<file path="src/rtl/z16_regfile_bp.sv">
// Z16 general-purpose register file: two combinational read ports, one write port,
// optional hardwired zero register and write-to-read bypass, with a post-reset clear sequencer.
module z16_regfile_bp #(
  parameter int unsigned DATA_W   = 16,
  parameter int unsigned ADDR_W   = 4,
  parameter int unsigned ZERO_REG = 1,
  parameter int unsigned BYPASS   = 1
) (
  input  logic              i_clk,
  input  logic              i_rst,
  input  logic [ADDR_W-1:0] i_rs1_addr,
  input  logic [ADDR_W-1:0] i_rs2_addr,
  input  logic [ADDR_W-1:0] i_rd_addr,
  input  logic              i_rd_wen,
  input  logic [DATA_W-1:0] i_rd_data,
  output logic [DATA_W-1:0] o_rs1_data,
  output logic [DATA_W-1:0] o_rs2_data,
  output logic              o_ready
);

  localparam int unsigned NREG = 2 ** ADDR_W;

  typedef enum logic {CLEAR, READY} state_t;

  state_t              state;
  logic [ADDR_W-1:0]   clr_cnt;
  logic [DATA_W-1:0]   mem [NREG];

  // Clear sequencer: one entry per cycle, ready after the last entry is zeroed.
  always_ff @(posedge i_clk) begin
    if (i_rst) begin
      state   <= CLEAR;
      clr_cnt <= '0;
      o_ready <= 1'b0;
    end else begin
      case (state)
        CLEAR: begin
          clr_cnt <= clr_cnt + ADDR_W'(1);
          if (clr_cnt == ADDR_W'(NREG - 1)) begin
            state   <= READY;
            o_ready <= 1'b1;
          end
        end
        READY: begin
          state <= READY;
        end
        default: begin
          state <= CLEAR;
        end
      endcase
    end
  end

  // Array write: the clear owns the port until ready; user writes are dropped meanwhile.
  always_ff @(posedge i_clk) begin
    if (!i_rst) begin
      if (state == CLEAR) begin
        mem[clr_cnt] <= '0;
      end else if (i_rd_wen) begin
        mem[i_rd_addr] <= i_rd_data;
      end
    end
  end

  function automatic logic [DATA_W-1:0] read_port(
    input logic              rdy,
    input logic [ADDR_W-1:0] addr,
    input logic              wen,
    input logic [ADDR_W-1:0] waddr,
    input logic [DATA_W-1:0] wdata,
    input logic [DATA_W-1:0] stored
  );
    logic [DATA_W-1:0] val;
    val = stored;
    if (!rdy) begin
      val = '0;
    end else if ((ZERO_REG != 0) && (addr == '0)) begin
      val = '0;
    end else if ((BYPASS != 0) && wen && (waddr == addr)) begin
      val = wdata;
    end
    return val;
  endfunction

  always_comb begin
    o_rs1_data = read_port(state == READY, i_rs1_addr, i_rd_wen, i_rd_addr, i_rd_data,
                           mem[i_rs1_addr]);
    o_rs2_data = read_port(state == READY, i_rs2_addr, i_rd_wen, i_rd_addr, i_rd_data,
                           mem[i_rs2_addr]);
  end

endmodule

</file>
<file path="config.mk">
export PLATFORM = sky130hd
export DESIGN_NAME = z16_regfile_bp
export DESIGN_NICKNAME = d
export VERILOG_FILES = /design/src/rtl/z16_regfile_bp.sv
export SDC_FILE = /design/constraint.sdc
export NUM_CORES = 1
export LEC_CHECK = 0
export BUFFER_PORTS_ARGS = -buffer_cell sky130_fd_sc_hd__buf_2
export CORE_UTILIZATION = 62
export DETAILED_ROUTE_END_ITERATION = 12
export PLACE_DENSITY = 0.81
export SLEW_MARGIN = 20
export SYNTH_ARGS = -nofsm -noshare
export SYNTH_HDL_FRONTEND = slang
export SYNTH_SLANG_ARGS = --single-unit
</file>
<file path="constraint.sdc">
create_clock -name i_clk -period 2.8 [get_ports i_clk]
set_input_delay 0.14 -clock i_clk [delete_from_list [all_inputs] [get_ports i_clk]]
set_output_delay 0.14 -clock i_clk [all_outputs]
set_load 0.05 [all_outputs]
</file>
==> impl_summary.md <==
Clock tree
The clock-pin transition on the worst setup and hold timing paths is 0.06 ns. At the later pin of the worst-skew pair, clock insertion delay measures about 0.55 ns. The tree built by TritonCTS fans out to between 200 and 300 sinks. The worst-case clock buffer depth is 3. The clock tree root buffer cell is clkbuf_16. The total setup buffers inserted after CTS is 0. The TritonCTS clock tree is done. TritonCTS created 26 clock buffers. CTS built an H-tree with a depth of 1.

Global routing
The global-route wire length before repair is 49700 microns. The aggregate global routing overflow is 0. The initial antenna violation count was 0.

Entering global routing, the biggest net connects 40 pins. Across every metal layer, demand over resource in global routing totals 0.339. The via count of the first global-routing pass is ~8000.

Critical path
The largest fanout of any net on the critical path is 2. Data on the critical path is required at its endpoint by between 2 and 3 ns. STA classifies the critical path endpoint as a primary output. Data on the critical path arrives at its endpoint at 2.43 ns. The category of the most critical setup path is flop to primary output. The worst setup path is launched from a flop.

Power
The share of power burned in the clock network is 0.407. The leakage power of the design is between 5 and 6 nW. The share of power burned in registers is 0.518. The peak ir drop on the vdd network is ~0.00055 V. The share of total power dissipated in combinational logic is 0.075.

Summed over all nets, the switching power comes to roughly 1.9 mW. The sum of internal, switching and leakage power is between 8 and 9 mW. Of the total power, the share spent switching nets is 0.223. The internal cell power is approximately 6.5 mW. Dividing total power by cell area gives a power density of 581 mW/mm^2.

Synthesis
The number of nets handed over by synthesis was a little over 700. During synthesis, Yosys emitted a total of 0 warnings. The top cell type's share of synthesized area is 0.609. The predominant post-synthesis flop cell is edfxtp_1. The flop and latch count out of synthesis is between 200 and 300. In the synthesized netlist, the cells that appear most often are edfxtp_1 (256), mux4_2 (128), nand2_1 (36). The area of the mapped netlist is roughly 0.013 sq mm.

By area the synthesized netlist is led by edfxtp_1 (61%), mux4_2 (23%), a22oi_1 (1.9%). The share of the Yosys chip area taken by registers is 0.618. Yosys mapped a number of flops with a built-in enable equal to around 260.

In the synthesized netlist the async set-or-reset flop fraction comes to 0. The number of different library cells used by synthesis comes to 34. edfxtp_1 takes more of the synthesized area than any other cell. The post-synthesis area per instance is 18.5 sq um. The most frequently used cell type in the post-synthesis netlist is edfxtp_1. The synthesized instance count is 681.

Route
The sum of routed wire length over all layers is roughly 33000 microns. In this run the remaining antenna-violating nets after routing total 0. The first detailed-routing pass took 5 iterations.

The final route contains between 7000 and 8000 vias. After detailed routing, the number of remaining DRC violations is 0. The detailed router finished its first iteration with 912 violations. The per-cell routed wire length is about 32 microns. Using the TritonRoute via totals, the vias-per-cell ratio works out to between 7 and 8.

Floorplanning
The starting density of the core is 0.640. The floorplan step set the die width to 145 microns. The floorplan row count is between 50 and 60. The core outline area is 0.0197 sq mm. In this run the vertical extent of the chip is between 100 and 150 microns. The die area is around 0.021 sq mm.

Pin placement for this block handled 64 I/O pins.

Worst hold path
The worst hold path class is primary input to flop.

Timing
The worst hold slack is approximately 0.23 ns. Of the available clock period, the critical path in the final layout requires 0.918. Setup repair after global routing left no endpoint under its margin. The final setup violation count is 0. The max-slew violation count is 0.

Setup total negative slack on the finished layout was measured at 0 ns. The clock skew after layout is approximately 0.012 ns. The minimum clock period after layout is 2.57 ns. The final-report hold violation count is 0.

Timing would allow up to ~400 MHz. At the pin with the least slew margin, the transition time is slightly below 0.8 ns. Measured against its own limit, the worst slew margin works out to 0.473.

After layout, the worst setup slack is 0.229 ns.

Finish
The post-layout net count is 800. Of the cells placed in the final design, the portion with a size suffix greater than 1 is 0.382. The area growth from synthesis to layout is 13.5%. The repair_antennas step left the layout with diodes totalling 0.

For this run, the number of standard cells in the final layout without fillers is 1053. Once layout is done, the placed cells without fillers occupy 0.0143 sq mm. The final core area utilization is 0.727.

Flow run
The tool flagged a number of max-cap violations equal to 0.

Placed design
Once detailed placement completed, the half-perimeter wirelength came to slightly above 20000 microns. The weighted congestion at the end of routability-driven global placement is ~0.94. During placement, the flow inserted port buffers numbering 63. The post-placement cell count is roughly 1000. The area of placed instances is between 0.01 and 0.015 sq mm.

The setup slack after placement is just under 0.3 ns.

Outcome
The run finished with clean final reports.
[cell usage in the layout, fill, tap and decap left out, types with 3 or more instances in the layout]
master / n
edfxtp_1: 256
mux4_2: 128
buf_2: 60
buf_4: 45
nand2_1: 36
a22oi_1: 32
clkbuf_16: 26
mux2i_1: 20
nor2b_1: 19
and2_1: 17
a22o_1: 17
nor2_2: 16
a211o_1: 15
a32o_1: 15
buf_12: 9
nor2_1: 8
xor2_1: 8
clkinv_2: 7
a31oi_1: 6
dfxtp_1: 6
clkinv_1: 5
clkbuf_1: 4
nor3_1: 3
xnor2_1: 3
[final cells by class]
cell class	count	area [sq um]
Inverter	2	7.51
Tap cell	265	332
Multi-Input combinational cell	361	4540
Clock inverter	18	154
Sequential cell	262	7810
Clock buffer	30	666
Timing Repair Buffer	115	828
Fill cell	1119	5380
[worst paths after layout]
check                           cells after the start  slack (ns)              endpoint            startpoint
worst max-delay path                                5        0.23         o_rs2_data[0]  mem[10][0]$_DFFE_PP_
worst min-delay path                                2        0.23  mem[1][13]$_DFFE_PP_         i_rd_data[13]
worst max register to register                      6        0.57   mem[2][2]$_DFFE_PP_      state$_SDFF_PP0_
worst min register to register                      2        0.49  o_ready$_SDFFE_PP0P_  o_ready$_SDFFE_PP0P_
[critical path: stages (launching register included)]
cell	delay (ns)
edfxtp_1	0.42
mux4_2	0.49
nor2b_1	0.14
a211o_1	0.31
a32o_1	0.31
buf_2	0.23
[timing repair]
| item | CTS | global route |
|---|---|---|
| hold endpoints to repair | 6 | 0 |
| hold buffers | 1 | 0 |
| setup endpoints to repair | 0 | 0 |
| gates resized for setup | 0 | 0 |
[routing by layer]
layer | wire length, microns | track usage | part of all wire
met1 | 11200 | 0.438 | 0.34
met5 | 0 | 0 | 0
met3 | 3580 | 0.0665 | 0.11
met4 | 2050 | 0.201 | 0.061
met2 | 16500 | 0.541 | 0.49
[flip-flops by register name, summed over array words and instances, names as in the netlist]
register	count
state	1
mem	256
o_ready	1
clr_cnt	4
[logic make-up (layout without fill, tap and decap cells)]
logic type / count (synthesis) / after routing / share of synthesized area
AOI/OAI and AO/OA: 91 / 91 / 0.0593
xor gates and xnor gates: 11 / 11 / 0.00763
adders and majority gates: 1 / 1 / 0.000991
buffers and inverters: 58 / 165 / 0.0261
DFF: 262 / 262 / 0.618
muxes: 149 / 149 / 0.245
and+or+nand+nor: 109 / 109 / 0.0427
[power by group through the flow]
| stage | combinational (mW) | clock (mW) | sequential [mW] |
|---|---|---|---|
| after floorplan | 0.417 | 0 | 4.39 |
| after global placement | 0.593 | 0 | 4.40 |
| after detailed placement | 0.611 | 0 | 4.40 |
| after CTS | 0.615 | 3.39 | 4.32 |
| after global routing | 0.650 | 3.55 | 4.32 |
| final | 0.623 | 3.39 | 4.32 |
No activity file was read; power rests on OpenSTA's default activity.
